### src/rtl/load_store_unit.sv
// load_store_unit: single-outstanding load/store unit that sits between the
// execute stage and a grant/rvalid data-memory port. It lane-aligns store data,
// generates byte enables, and shifts/extends load data for write-back.
// Optional feature: define MISALIGN_CHECK_EN to trap misaligned half/word
// accesses. A trapped access raises a one-cycle misalign pulse and never
// reaches memory. When the macro is undefined, every access goes to memory,
// and lanes past byte 3 are dropped.
module load_store_unit (
  input  logic        clk,
  input  logic        rst,
  input  logic        ex_valid,
  input  logic        ex_load,
  input  logic        ex_store,
  input  logic [2:0]  ex_funct3,
  input  logic [31:0] ex_addr,
  input  logic [31:0] ex_wdata,
  input  logic [4:0]  ex_rd,
  output logic        ex_ready,
  output logic        dm_req,
  output logic        dm_we,
  output logic [3:0]  dm_be,
  output logic [31:0] dm_addr,
  output logic [31:0] dm_wdata,
  input  logic        dm_gnt,
  input  logic        dm_rvalid,
  input  logic [31:0] dm_rdata,
  output logic        wb_valid,
  output logic [4:0]  wb_rd,
  output logic [31:0] wb_data,
  output logic        misalign
);

  typedef enum logic [1:0] {IDLE, REQ, RESP, WB} state_t;

  state_t      state, state_nxt;
  logic        accept;
  logic        mis_acc;
  logic [1:0]  off;
  logic [2:0]  f3_q;
  logic [1:0]  off_q;
  logic [4:0]  rd_q;
  logic        is_load;
  logic [3:0]  be_enc;
  logic [31:0] wdata_enc;
  logic [31:0] s;
  logic [31:0] ld_ext;

  // A load or a store is accepted only from IDLE. A request with neither
  // flag set is dropped.
  assign off      = ex_addr[1:0];
  assign accept   = ex_valid && ex_ready && (ex_load || ex_store);
  assign ex_ready = (state == IDLE);
  // The request and write-back strobes decode straight from the state. An
  // async reset therefore drops them in the same instant.
  assign dm_req   = (state == REQ);
  assign wb_valid = (state == WB);

`ifdef MISALIGN_CHECK_EN
  // Byte accesses are always aligned. Halfwords need off[0]=0. Words and the
  // remaining codes need off=0.
  always_comb begin
    mis_acc = 1'b0;
    case (ex_funct3)
      3'b000, 3'b100: mis_acc = 1'b0;
      3'b001, 3'b101: mis_acc = off[0];
      default:        mis_acc = (off != 2'b00);
    endcase
  end

  // The trap pulse appears in the cycle after the offending accept.
  always_ff @(posedge clk or posedge rst) begin
    if (rst) misalign <= 1'b0;
    else     misalign <= accept && mis_acc;
  end
`else
  assign mis_acc  = 1'b0;
  assign misalign = 1'b0;
`endif

  // Store lane alignment. The left shift keeps 4 bits, so a halfword at
  // off=3 keeps only lane 3. Loads always read the whole word.
  always_comb begin
    be_enc    = 4'b1111;
    wdata_enc = ex_wdata;
    if (ex_load) begin
      wdata_enc = 32'h0;
    end else begin
      case (ex_funct3)
        3'b000: begin
          be_enc    = 4'b0001 << off;
          wdata_enc = {4{ex_wdata[7:0]}};
        end
        3'b001: begin
          be_enc    = 4'b0011 << off;
          wdata_enc = {2{ex_wdata[15:0]}};
        end
        default: ;
      endcase
    end
  end

  // Move the addressed byte lane down to bit 0, then extend by access type.
  assign s = dm_rdata >> {off_q, 3'b000};
  always_comb begin
    ld_ext = s;
    case (f3_q)
      3'b000:  ld_ext = {{24{s[7]}}, s[7:0]};
      3'b001:  ld_ext = {{16{s[15]}}, s[15:0]};
      3'b100:  ld_ext = {24'h0, s[7:0]};
      3'b101:  ld_ext = {16'h0, s[15:0]};
      default: ld_ext = s;
    endcase
  end

  // State register.
  always_ff @(posedge clk or posedge rst) begin
    if (rst) state <= IDLE;
    else     state <= state_nxt;
  end

  // Next-state logic. A trapped misaligned access stays in IDLE.
  always_comb begin
    state_nxt = state;
    case (state)
      IDLE:    if (accept && !mis_acc) state_nxt = REQ;
      REQ:     if (dm_gnt) state_nxt = is_load ? RESP : IDLE;
      RESP:    if (dm_rvalid) state_nxt = WB;
      WB:      state_nxt = IDLE;
      default: state_nxt = IDLE;
    endcase
  end

  // Capture the request at accept. The memory-side fields then stay frozen
  // through REQ. Load data is captured only in RESP, so a stray rvalid is
  // ignored.
  always_ff @(posedge clk or posedge rst) begin
    if (rst) begin
      is_load  <= 1'b0;
      f3_q     <= 3'b0;
      off_q    <= 2'b0;
      rd_q     <= 5'b0;
      dm_we    <= 1'b0;
      dm_be    <= 4'b0;
      dm_addr  <= 32'h0;
      dm_wdata <= 32'h0;
      wb_rd    <= 5'b0;
      wb_data  <= 32'h0;
    end else begin
      if (accept && !mis_acc) begin
        is_load  <= ex_load;
        f3_q     <= ex_funct3;
        off_q    <= off;
        rd_q     <= ex_rd;
        dm_we    <= !ex_load;
        dm_be    <= be_enc;
        dm_addr  <= {ex_addr[31:2], 2'b00};
        dm_wdata <= wdata_enc;
      end
      if (state == RESP && dm_rvalid) begin
        wb_rd   <= rd_q;
        wb_data <= ld_ext;
      end
    end
  end

endmodule

### config.mk
export PLATFORM = sky130hd
export DESIGN_NAME = load_store_unit
export DESIGN_NICKNAME = d
export VERILOG_FILES = /design/src/rtl/load_store_unit.sv
export SDC_FILE = /design/constraint.sdc
export NUM_CORES = 1
export LEC_CHECK = 0
export CAP_MARGIN = 25
export CORE_MARGIN = 2
export CORE_UTILIZATION = 44
export DETAILED_ROUTE_END_ITERATION = 8
export PLACE_DENSITY = 0.82
export SYNTH_ARGS = -nofsm -noshare
export SYNTH_HDL_FRONTEND = slang
export SYNTH_SLANG_ARGS = --single-unit
### constraint.sdc
create_clock -name clk -period 4.2 [get_ports clk]
set_input_delay 0.63 -clock clk [delete_from_list [all_inputs] [get_ports clk]]
set_output_delay 0.63 -clock clk [all_outputs]
set_load 0.01 [all_outputs]
==> impl_results.md <==
* DIE AREA at 13300 sq um
* M1 GR Usage at 30.0%
* Max Root-Sink Buffers at 2
* Clock Skew at 7.69 ps
* Netlist Area Pre-Place at 5440 sq um
* Hold WC Path Type: flip-flop to flip-flop
* CP peak stage delay at 770 ps
* Avg WL per Cell at roughly 18 um
* Overflow after GRT at 0
* Worst-Skew Late Latency at 400 ps
* R2R depth at 4
* Initial antenna violation count at 0
* PortBufs at roughly 220
* GR Util met2 at about 43%
* Clock power share at 23.4%
* Most used routing layer: met2
* Final setup viols at 0
* Fin cells at 941
* Arrival time at the worst endpoint at 2840 ps
* RSZ-0062 raised after global routing: no
* Syn avg cell area at 9.86 sq um
* Combinational Power Share at 42.6%
* Clock tree root buffer cell: clkbuf_16
* CP Launch Type: input pin
* Die height at 115 um
* Share of the clock period used by the worst path at approximately 61%
* Sink of the worst hold path: wb_rd[0]
* DRT iter0 DRCs at a little under 400
* Synth-to-Final Area Change at 52.9%
* Mapped Cells at about 550
* Sw frac at 34.2%
* Reg-to-reg setup timing slack at roughly 1900 ps
* Worst-path clk slew at 50 ps
* Most common cell after layout, fill and taps aside: clkdlybuf4s50_1
* Drt via density at 5.16
* Most frequent cells in the layout: 217 x clkdlybuf4s50_1, 195 x nand2_1, 117 x dfrtp_1
* Post-layout util at 69.0%
* Placed cell count at between 900 and 1000
* CP Buf/Inv Count at 3
* GRT Total Usage at 25.1%
* CTS HTree Levels at 4
* # resized after CTS at 0
* Initial Utilization at a little under half
* Critical Path Slowest Stage Cell: or3_2
* Internal power at 3.92 mW
* Hold Crit Start: rd_q[0]
* Fmax at between 300 and 400 MHz
* FP Rows at 40
* Core Box Area at 12100 sq um
* Actual slew at the worst max-slew pin at 905 ps
* Max-slew violations at 0
* Largest net degree at the start of global routing at 60
* Clock sinks at ~120
* Routed WL at roughly 17000 um
* Total number of vias at 4854
* Power Density at 715 nW/um^2
* Crit path cell chain: clkdlybuf4s50_1, buf_4, o21ai_1, or3_2, buf_12, a22o_1
* CTS tree: built
* Vias in the first global route at between 4000 and 5000
* R2r startpoint: off_q[1]
* Crit path kind: input pin to flip-flop
* YS warnings at 0
* VDD IR-drop max at 0.305 mV
* Endpoint class of the critical path: flip-flop
* R2R Path End: wb_data[18]
* Worst Hold Depth at 2
* Largest delay share family, worst path: buffers and inverters
* Final Power at 5.95 mW
* Num CTS Buffers at 17
* Setup Fix Bufs, Post-CTS at 0
* Met3 Resource Use GR at about 7.9%
* Sequential cell area fraction in the yosys report at 53.8%
* CTS Hold Bufs at 0
* Die width at 115 um
* LEAKAGE at 3.73 nW
* Top Ports at 221
* Critical path fanouts, max at 45
* Synth Register Bits at 117
* Sequential group share of total power at 34.1%
* Cell variety after synth at 40
* Worst EP required at 4490 ps
* Setup TNS at 0 ps
* Share of cells above drive strength 1 at ~11%
* Drt first pass iters at 4
* P_sw at 2.03 mW
* Max-slew headroom at 39.7%
* Antenna-violating nets left at 0
* Hold Vio Cnt, Final at 0
* Ant diodes at 0
* First-pass GRT wire length at roughly 25000 um
* HPWL after DPL at 11900 um
* Status: complete, no violations
* Gp weighted congestion at about 0.86
* Final #Nets at 871
* Max-cap violations at 0
* Fin crit period at 2550 ps
* DRC viols at 0
-- worst reg2reg max path, delay by kind of cell, from the launching register on --
kind,cells,cell delay [ps]
multiplexers,1,620
flip-flops,1,930
AO/OA/AOI/OAI,3,630
-- cells in the mapped netlist --
master,count,area [sq um]
a21oi_1,14,70.1
a21oi_2,9,78.8
a22o_1,23,201
a311o_1,1,10.0
a31oi_1,1,6.26
and2_1,1,6.26
buf_1,1,3.75
buf_2,13,65.1
buf_4,3,22.5
buf_6,1,11.3
clkbuf_1,20,75.1
conb_1,1,3.75
dfrtp_1,117,2930
inv_1,3,11.3
mux2_2,8,90.1
mux2i_1,33,330
mux4_1,1,26.3
mux4_2,1,22.5
nand2_1,195,732
nand2b_1,3,18.8
nand2b_4,1,13.8
nand3_1,1,5.00
nand3b_1,9,67.6
nand4b_1,1,8.76
nor2_1,24,90.1
nor2b_1,4,25.0
nor3_2,1,10.0
nor3b_4,1,18.8
o211ai_1,8,60.1
o21a_1,1,7.51
o21a_4,1,15.0
o21ai_0,9,45.0
o21ai_1,2,10.0
o21ai_4,1,16.3
o22a_1,12,105
o2bb2ai_1,1,8.76
o2bb2ai_2,1,15.0
o31ai_2,8,100
or2_2,16,100
or3_1,1,6.26
-- worst max-delay path by stage --
stage	to	startpoint	slack, ps	cells after the start
after floorplan	async pin	rst	470	1
after global placement	dm_wdata[26]	ex_load	1290	6
after detailed placement	dm_wdata[14]	ex_load	1230	6
after CTS	dm_wdata[14]	ex_load	1660	6
after global routing	dm_wdata[14]	ex_load	1560	6
final	dm_wdata[11]	ex_load	1650	6
-- cells by family after synthesis --
kind of cell	Yosys count	share of synthesized area (%)
compound gates	92	13.8
flops	117	53.8
buf+inv	41	3.47
other cells	1	0.0689
simple gates	258	20.3
mux	43	8.62
-- power by group through the flow --
stage / sequential, mW / clock, mW / combinational [mW]
finish: 2.03 / 1.39 / 2.53
global route: 2.09 / 1.47 / 2.73
CTS: 2.03 / 1.41 / 2.55
detailed placement: 2.02 / 0 / 2.54
global placement: 2.01 / 0 / 2.47
floorplan: 2.13 / 0 / 1.07
-- stage by stage --
stage          cell area [sq um]  hold WS [ps]  setup slack, ps
2_1_floorplan               5450           439              469
3_3_place_gp                7750           447             1290
3_5_place_dp                7750           460             1230
4_1_cts                     8320           464             1660
5_1_grt                     8320           495             1560
6_report                    8320           463             1650
-- registers in the layout, indices dropped and copies added, names as in the netlist, named ones only --
name	flops
dm_we	1
wb_data	32
rd_q	5
state	1
f3_q	3
dm_be	4
off_q	2
is_load	1
wb_rd	5
dm_addr	30
dm_wdata	32
-- layout make-up --
class                   instances  area (sq um)
fillers                       939          3740
multi-input cells             396          2340
inverters                       3          13.8
repair buffers                225          2260
well taps                     168           210
flip-flops and latches        117          2930
clock inverters                 9           103
clock buffers                  23           468
-- per-layer routing --
metal	share of wire, %	routed length [um]
met3	7.9	1310
met4	1.8	295
met1	39	6490
met5	0	0
met2	51	8420
Power figures use the tool's default switching activity.
